<file path="src/rtl/oled_spi_driver.sv">
`default_nettype none
// oled_spi_driver: SSD1306 128x64 power-up, init command stream and continuous
// frame-buffer streaming over write-only 4-wire SPI (mode 0, MSB first).
module oled_spi_driver #(
    parameter int CLK_DIV       = 2,
    parameter int RESET_CYCLES  = 1000,
    parameter int FETCH_LATENCY = 2
) (
    input  logic       i_clk,
    input  logic       i_rst_n,
    output logic [9:0] o_pixelAddress,
    input  logic [7:0] i_pixelData,
    output logic       o_sclk,
    output logic       o_sdin,
    output logic       o_cs,
    output logic       o_dc,
    output logic       o_res,
    output logic       o_frameDone
);
    // One counter times the reset phases, the fetch wait, SCLK half-periods and the gap.
    localparam int               CNT_W      = $clog2(RESET_CYCLES + CLK_DIV + FETCH_LATENCY + 1);
    localparam logic [CNT_W-1:0] RST_LAST   = CNT_W'(RESET_CYCLES - 1);
    localparam logic [CNT_W-1:0] DIV_LAST   = CNT_W'(CLK_DIV - 1);
    localparam logic [CNT_W-1:0] FETCH_LAST = CNT_W'(FETCH_LATENCY);
    localparam logic [CNT_W-1:0] CNT_ONE    = CNT_W'(1);
    localparam logic [4:0]       LAST_CMD   = 5'd24;

    typedef enum logic [2:0] {
        RST_HOLD = 3'd0,
        RST_WAIT = 3'd1,
        INIT     = 3'd2,
        FETCH    = 3'd3,
        SEND     = 3'd4,
        GAP      = 3'd5
    } state_t;

    state_t           state, state_nxt;
    logic [CNT_W-1:0] cnt, cnt_nxt;
    logic             phase, phase_nxt;
    logic [2:0]       bit_cnt, bit_cnt_nxt;
    logic [4:0]       cmd_idx, cmd_idx_nxt;
    logic [9:0]       byte_idx, byte_idx_nxt;
    logic [7:0]       shreg, shreg_nxt;
    logic [9:0]       addr_nxt;
    logic             sclk_nxt;
    logic             dc_nxt;
    logic             frame_done_nxt;

    function automatic logic [7:0] init_rom(input logic [4:0] idx);
        case (idx)
            5'd0:    init_rom = 8'hAE;
            5'd1:    init_rom = 8'hD5;
            5'd2:    init_rom = 8'h80;
            5'd3:    init_rom = 8'hA8;
            5'd4:    init_rom = 8'h3F;
            5'd5:    init_rom = 8'hD3;
            5'd6:    init_rom = 8'h00;
            5'd7:    init_rom = 8'h40;
            5'd8:    init_rom = 8'h8D;
            5'd9:    init_rom = 8'h14;
            5'd10:   init_rom = 8'h20;
            5'd11:   init_rom = 8'h00;
            5'd12:   init_rom = 8'hA1;
            5'd13:   init_rom = 8'hC8;
            5'd14:   init_rom = 8'hDA;
            5'd15:   init_rom = 8'h12;
            5'd16:   init_rom = 8'h81;
            5'd17:   init_rom = 8'hCF;
            5'd18:   init_rom = 8'hD9;
            5'd19:   init_rom = 8'hF1;
            5'd20:   init_rom = 8'hDB;
            5'd21:   init_rom = 8'h40;
            5'd22:   init_rom = 8'hA4;
            5'd23:   init_rom = 8'hA6;
            5'd24:   init_rom = 8'hAF;
            default: init_rom = 8'h00;
        endcase
    endfunction

    assign o_sdin = shreg[7];

    always_comb begin
        state_nxt      = state;
        cnt_nxt        = cnt;
        phase_nxt      = phase;
        bit_cnt_nxt    = bit_cnt;
        cmd_idx_nxt    = cmd_idx;
        byte_idx_nxt   = byte_idx;
        shreg_nxt      = shreg;
        addr_nxt       = o_pixelAddress;
        dc_nxt         = o_dc;
        sclk_nxt       = 1'b0;
        frame_done_nxt = 1'b0;
        case (state)
            RST_HOLD, RST_WAIT: begin
                if (cnt == RST_LAST) begin
                    cnt_nxt     = '0;
                    cmd_idx_nxt = '0;
                    state_nxt   = (state == RST_HOLD) ? RST_WAIT : INIT;
                end else begin
                    cnt_nxt = cnt + CNT_ONE;
                end
            end
            INIT: begin
                shreg_nxt   = init_rom(cmd_idx);
                dc_nxt      = 1'b0;
                cnt_nxt     = '0;
                phase_nxt   = 1'b0;
                bit_cnt_nxt = '0;
                state_nxt   = SEND;
            end
            // The address was loaded on entry, so the capture clock lands FETCH_LATENCY clocks later.
            FETCH: begin
                if (cnt == FETCH_LAST) begin
                    shreg_nxt   = i_pixelData;
                    dc_nxt      = 1'b1;
                    cnt_nxt     = '0;
                    phase_nxt   = 1'b0;
                    bit_cnt_nxt = '0;
                    state_nxt   = SEND;
                end else begin
                    cnt_nxt = cnt + CNT_ONE;
                end
            end
            SEND: begin
                sclk_nxt = phase;
                if (cnt == DIV_LAST) begin
                    cnt_nxt   = '0;
                    phase_nxt = ~phase;
                    sclk_nxt  = ~phase;
                    if (phase) begin
                        shreg_nxt   = {shreg[6:0], 1'b0};
                        bit_cnt_nxt = bit_cnt + 3'd1;
                        if (bit_cnt == 3'd7) begin
                            state_nxt      = GAP;
                            frame_done_nxt = o_dc && (byte_idx == 10'h3FF);
                        end
                    end
                end else begin
                    cnt_nxt = cnt + CNT_ONE;
                end
            end
            GAP: begin
                if (cnt == DIV_LAST) begin
                    cnt_nxt = '0;
                    if (!o_dc) begin
                        if (cmd_idx == LAST_CMD) begin
                            byte_idx_nxt = '0;
                            addr_nxt     = '0;
                            state_nxt    = FETCH;
                        end else begin
                            cmd_idx_nxt = cmd_idx + 5'd1;
                            state_nxt   = INIT;
                        end
                    end else begin
                        byte_idx_nxt = byte_idx + 10'd1;
                        addr_nxt     = byte_idx + 10'd1;
                        state_nxt    = FETCH;
                    end
                end else begin
                    cnt_nxt = cnt + CNT_ONE;
                end
            end
            default: state_nxt = RST_HOLD;
        endcase
    end

    always_ff @(posedge i_clk or negedge i_rst_n) begin
        if (!i_rst_n) begin
            state          <= RST_HOLD;
            cnt            <= '0;
            phase          <= 1'b0;
            bit_cnt        <= '0;
            cmd_idx        <= '0;
            byte_idx       <= '0;
            shreg          <= '0;
            o_pixelAddress <= '0;
            o_sclk         <= 1'b0;
            o_cs           <= 1'b1;
            o_dc           <= 1'b0;
            o_res          <= 1'b0;
            o_frameDone    <= 1'b0;
        end else begin
            state          <= state_nxt;
            cnt            <= cnt_nxt;
            phase          <= phase_nxt;
            bit_cnt        <= bit_cnt_nxt;
            cmd_idx        <= cmd_idx_nxt;
            byte_idx       <= byte_idx_nxt;
            shreg          <= shreg_nxt;
            o_pixelAddress <= addr_nxt;
            o_sclk         <= sclk_nxt;
            o_cs           <= (state_nxt != SEND);
            o_dc           <= dc_nxt;
            o_res          <= (state_nxt != RST_HOLD);
            o_frameDone    <= frame_done_nxt;
        end
    end
endmodule
`default_nettype wire

</file>
<file path="config.mk">
export PLATFORM = sky130hd
export DESIGN_NAME = oled_spi_driver
export DESIGN_NICKNAME = d
export VERILOG_FILES = /design/src/rtl/oled_spi_driver.sv
export SDC_FILE = /design/constraint.sdc
export NUM_CORES = 1
export LEC_CHECK = 0
export CORE_MARGIN = 2
export CORE_UTILIZATION = 40
export CTS_CLUSTER_SIZE = 30
export DETAILED_ROUTE_END_ITERATION = 8
export GPL_TIMING_DRIVEN = 0
export PLACE_DENSITY = 0.67
export SYNTH_ARGS = -nofsm -noshare
export SYNTH_HDL_FRONTEND = slang
export SYNTH_SLANG_ARGS = --single-unit
export TNS_END_PERCENT = 30
</file>
<file path="constraint.sdc">
create_clock -name i_clk -period 2.2 [get_ports i_clk]
set_input_delay 0.55 -clock i_clk [delete_from_list [all_inputs] [get_ports i_clk]]
set_output_delay 0.55 -clock i_clk [all_outputs]
set_load 0.05 [all_outputs]
</file>
# ---- Word-level counts from Yosys, hierarchy flattened
# Memories as Yosys holds them, arrays and structs flattened.
# Cells that the tools add are included.
dict set report word_totals {
  word_cells 91
  memories 1
  rom_bits 256
  in_bits 10
  output_inout_bits 16
  reg_bits 45
}
dict set report classes {
  n_addsub 4
  muxes 39
  eq_ne 19
  reduce_logical 15
  n_bitwise 1
}
# memory depth word_bits read_ports rd_ports_with_merged_regs wr line
set memory_table {}
lappend memory_table {{(no name shown)} 32 8 1 0 0 50} ;# case (idx)
# operator count
set op_table {}
lappend op_table {{$mux W10} 5}
lappend op_table {{$pmux W10 S4} 1}
lappend op_table {{$mux W3} 10}
lappend op_table {{$mux W8} 3}
lappend op_table {{$pmux W8 S3} 1}
lappend op_table {{$add A10 B1 Y10 const B} 2}
lappend op_table {{$eq A10 B10 Y1 const B} 2}
lappend op_table {{$mux W5} 4}
lappend op_table {{$pmux W3 S5} 1}
lappend op_table {{$ne A2 B2 Y1 const B} 7}
lappend op_table {{$eq A10 B1 Y1 const B} 1}
lappend op_table {{$eq A10 B2 Y1 const B} 1}
lappend op_table {{$pmux W5 S2} 1}
lappend op_table {{$eq A3 B3 Y1 const B} 3}
lappend op_table {{$mux W1} 9}
lappend op_table {{$pmux W3 S3} 1}
lappend op_table {{$eq A3 B2 Y1 const B} 2}
lappend op_table {{$reduce_bool A2 Y1} 3}
lappend op_table {{$reduce_bool A3 Y1} 2}
lappend op_table {{$add A5 B1 Y5 const B} 1}
lappend op_table {{$eq A5 B5 Y1 const B} 1}
lappend op_table {{$reduce_and A5 Y1} 1}
lappend op_table {{$reduce_and A2 Y1} 2}
lappend op_table {{$reduce_and A4 Y1} 1}
lappend op_table {{other kinds (12)} 13}

# ---- Depth between registers and ports, before layout
dict set report logic_depth {
  depth_word 6
  depth_mapped 9
  ltp_nobuf 7
}

# ---- Worst setup path before layout
# OpenSTA, ideal clock, no wires.
dict set report synth_path {
  path_type {register -> register}
  startpoint {register cmd_idx[1]}
  endpoint {register byte_idx[4]}
  stages_incl_launch_ff 10
  setup_slack_ns 0.191
  required_ns 2.052
  synth_period_minus_slack_ns 2.009
  arrival_time_ns 1.860
  setup_ns 0.148
  path_buffers 2
  path_cell_list {dfrtp_1 > clkbuf_1 > inv_1 > ha_1 > and4b_1 > nor2_1 > or2_1 > buf_6 > o21ai_1 > o31ai_1}
}
dict set report synth_via {
  elab_chain_len 3
}
# element line
set synth_lines {}
lappend synth_lines {{start, declared} 41} ;# logic [4:0] cmd_idx, cmd_idx_nxt;
lappend synth_lines {{start signal, assigned} 188} ;# cmd_idx <= cmd_idx_nxt;
lappend synth_lines {{$eq A5 B5 Y1} 147} ;# if (cmd_idx == LAST_CMD) begin
lappend synth_lines {{$reduce_bool A2 Y1 (no line)} n/a}
lappend synth_lines {{$reduce_and A3 Y1 (no line)} n/a}
lappend synth_lines {{end signal, assigned} 189} ;# byte_idx <= byte_idx_nxt;
lappend synth_lines {{end, declared} 42} ;# logic [9:0] byte_idx, byte_idx_nxt;
# No other way between the ends.
# A chain may end at the register's enable or synchronous reset.

==> results.py <==
metrics = {
    "floorplan": {
        "dieWidth_um": 88.2,
        "die-area_mm2": 0.00778,
        "rows": 30,
        "die_h_um": 88.2,
        "core_area_mm2": 0.00683,
        "io_pins": 26,
        "start_util": 0.415,
    },
    "logic_synthesis": {
        "synthTopCellsByArea": "dfrtp_1, ha_1, nor2_1",
        "yosys.area.top_type_share": 0.388,
        "synthFlopType": "dfrtp_1",
        "synth_top_area_cell": "dfrtp_1",
        "synth-seq-area-share": 0.398,
        "synth_warnings": 0,
        "ys_seq_elements": 45,
        "synth_cell_types": 57,
        "avgSynthCellArea_um2": 9.00,
        "syn-num-nets": 337,
        "synth-edff-count": 0,
        "netlist_instances": 315,
        "synthArstFlopShare": 1.00,
        "syn_area_mm2": 0.00284,
    },
    "grt": {
        "grt_pass1_vias": 2276,
        "overflow": 0,
        "antenna_found_initial": 0,
        "grt_usage": 0.179,
        "grt_max_degree": 24,
        "grt_pass1_wl_um": 10900,
    },
    "status": {
        "status": "completed",
    },
    "sta": {
        "period_minus_slack_ns": 2.11,
        "final_hold_viol_count": 0,
        "fin_ws_ns": 0.0926,
        "rsz0062_at_grt": "yes",
        "whs_ns": 0.234,
        "maxSlewViolCount": 0,
        "max-slew-margin-rel": 0.634,
        "fmax_mhz": 475,
        "fin_setup_tns_ns": 0,
        "setup_viol": 0,
        "fin_crit_sh": 0.958,
        "clock_skew_ns": 0.00745,
        "tightest_slew_ns": 0.549,
    },
    "worst_setup_path": {
        "cp_max_fo": 7,
        "cp_num_buf_inv": 1,
        "critPathRequiredTime_ns": 1.65,
        "max_stage_delay_ns": 0.83,
        "startpoint_type": "register",
        "crit_path_end_kind": "output pin",
        "path_cells": "clkdlybuf4s50_1",
        "cp.arrival_ns": 1.56,
        "crit_type": "register to output pin",
        "cp_slowest_cell": "clkdlybuf4s50_1",
        "path_delay_family": "buffers and inverters",
    },
    "detailed_routing": {
        "vias": 2440,
        "first_iter_violations": 101,
        "vias_per_cell": 5.50,
        "ant_nets": 0,
        "drt_pre_antenna_iters": 4,
        "avgRoutedWirePerCell_um": 14.5,
        "wirelength_um": 6430,
        "drc": 0,
    },
    "placed_design": {
        "io_buffers": 25,
        "dp_hpwl_um": 4630,
        "place_congestion": 0.889,
        "place_ws_ns": -0.0565,
    },
    "final_layout": {
        "area_growth_pct": 17.1,
        "layout-drive-gt1-share": 0.0862,
        "antenna_cells": 0,
        "nNetsFinal": 369,
        "nFillCells": 681,
        "final_core_util": 0.486,
    },
    "power": {
        "p_per_area_mw_per_mm2": 420,
        "cellLeakagePower_nw": 1.35,
        "ir_drop_mv": 0.261,
        "p_total_mw": 1.39,
    },
    "clocking": {
        "cts_tree": "yes",
        "cts-buffers-inserted": 5,
        "clock_latency_ns": 0.30,
        "clk_path_buf_depth": 2,
        "clk_pin_slew_worst_paths_ns": 0.08,
        "cts.sinks": 45,
        "cts_root_buf": "clkbuf_8",
        "htreeDepth": 2,
        "post-cts-setup-buffers": 0,
    },
    "hold_path": {
        "hold_class": "primary input to asynchronous set/reset pin",
    },
    "job": {
        "drv_cap": 0,
    },
}
-- placed cells by master, fill, tap and decap left out, types with 7 or more instances in the layout --
cell type,n
clkbuf_1,12
o31ai_1,7
clkdlybuf4s50_1,21
nor2_1,37
inv_1,9
ha_1,12
nand2b_1,9
xnor2_1,8
a31oi_1,10
nand2_1,20
dfrtp_1,42
nand3_1,14
a21oi_1,18
o21ai_0,7
a22oi_1,8
o21ai_1,13
nand4_1,9
-- metal layers --
metal | part of all wire | GRT usage | wire length (um) | vias to the layer above
li1 | - | - | - | 1210
met1 | 0.48 | 0.240 | 3100 | 1186
met2 | 0.47 | 0.299 | 3050 | 38
met3 | 0.033 | 0.0283 | 215 | 6
met4 | 0.0095 | 0.0496 | 61 | 0
met5 | 0 | 0 | 0 | -
-- where the power goes --
part	switching [mW]	internal, mW	total, mW	leakage (nW)
Combinational	0.0192	0.0165	0.0357	0.741
Sequential	0	0.826	0.826	0.566
Clock	0.275	0.257	0.531	0.0455
-- metrics by stage --
step / instances / instance area [um^2]
finish: 444 / 3320
global route: 444 / 3320
CTS: 444 / 3310
detailed placement: 437 / 3220
global placement: 436 / 3210
floorplan: 315 / 2840
-- worst paths after layout --
kind,slack [ns],from,end,depth (start not counted)
setup / recovery,0.09,byte_idx[2],o_pixelAddress[2],1
hold / removal,0.23,i_rst_n,cmd_idx[4],1
setup reg to reg,0.12,cnt[2],byte_idx[7],7
hold reg to reg,0.49,bit_cnt[0],bit_cnt[0],1
max in group asynchronous,1.37,i_rst_n,o_cs,2
min in group i_clk,0.49,bit_cnt[0],bit_cnt[0],1
-- Yosys cell counts, drive strengths merged (6+ instances only) --
library cell / n
inv: 9
dfrtp: 44
nand3: 15
nand2b: 9
nand2: 20
nand4: 10
o21ai: 20
buf: 10
nor2: 37
a21oi: 18
a22oi: 9
clkbuf: 11
o31ai: 7
ha: 12
and3: 6
a31oi: 10
mux2i: 6
xnor2: 8
-- sequential cells by signal, indices dropped and copies added, names as in the netlist --
signal	count
state	3
byte_idx	10
phase	1
o_sclk	1
o_dc	1
cmd_idx	5
o_res	1
o_frameDone	1
cnt	10
shreg	8
o_cs	1
bit_cnt	3
-- layout make-up --
class	count	area, um^2	area share
clock buffers	8	90.1	0.0271
multi-input cells	239	1560	0.471
repair buffers	26	273	0.0821
well taps	96	120	0.0362
plain buffers	20	106	0.0320
flip-flops and latches	45	1130	0.340
inverters	10	37.5	0.0113
-- cell families (layout without fill, tap and decap cells) --
group / after synthesis / in the layout / share of synthesized area
compound gates: 83 / 83 / 0.188
xor+xnor: 12 / 12 / 0.0371
fa+ha+maj: 12 / 12 / 0.0530
buf+inv: 31 / 64 / 0.0512
flops: 45 / 45 / 0.398
mux: 8 / 8 / 0.0291
simple gates: 124 / 124 / 0.244
-- timing repair --
item                       CTS  global route
setup endpoints to repair    6            18
hold buffers                 0             0
resized for setup            1             6
cloned                       0             0
Power figures use the tool's default switching activity.
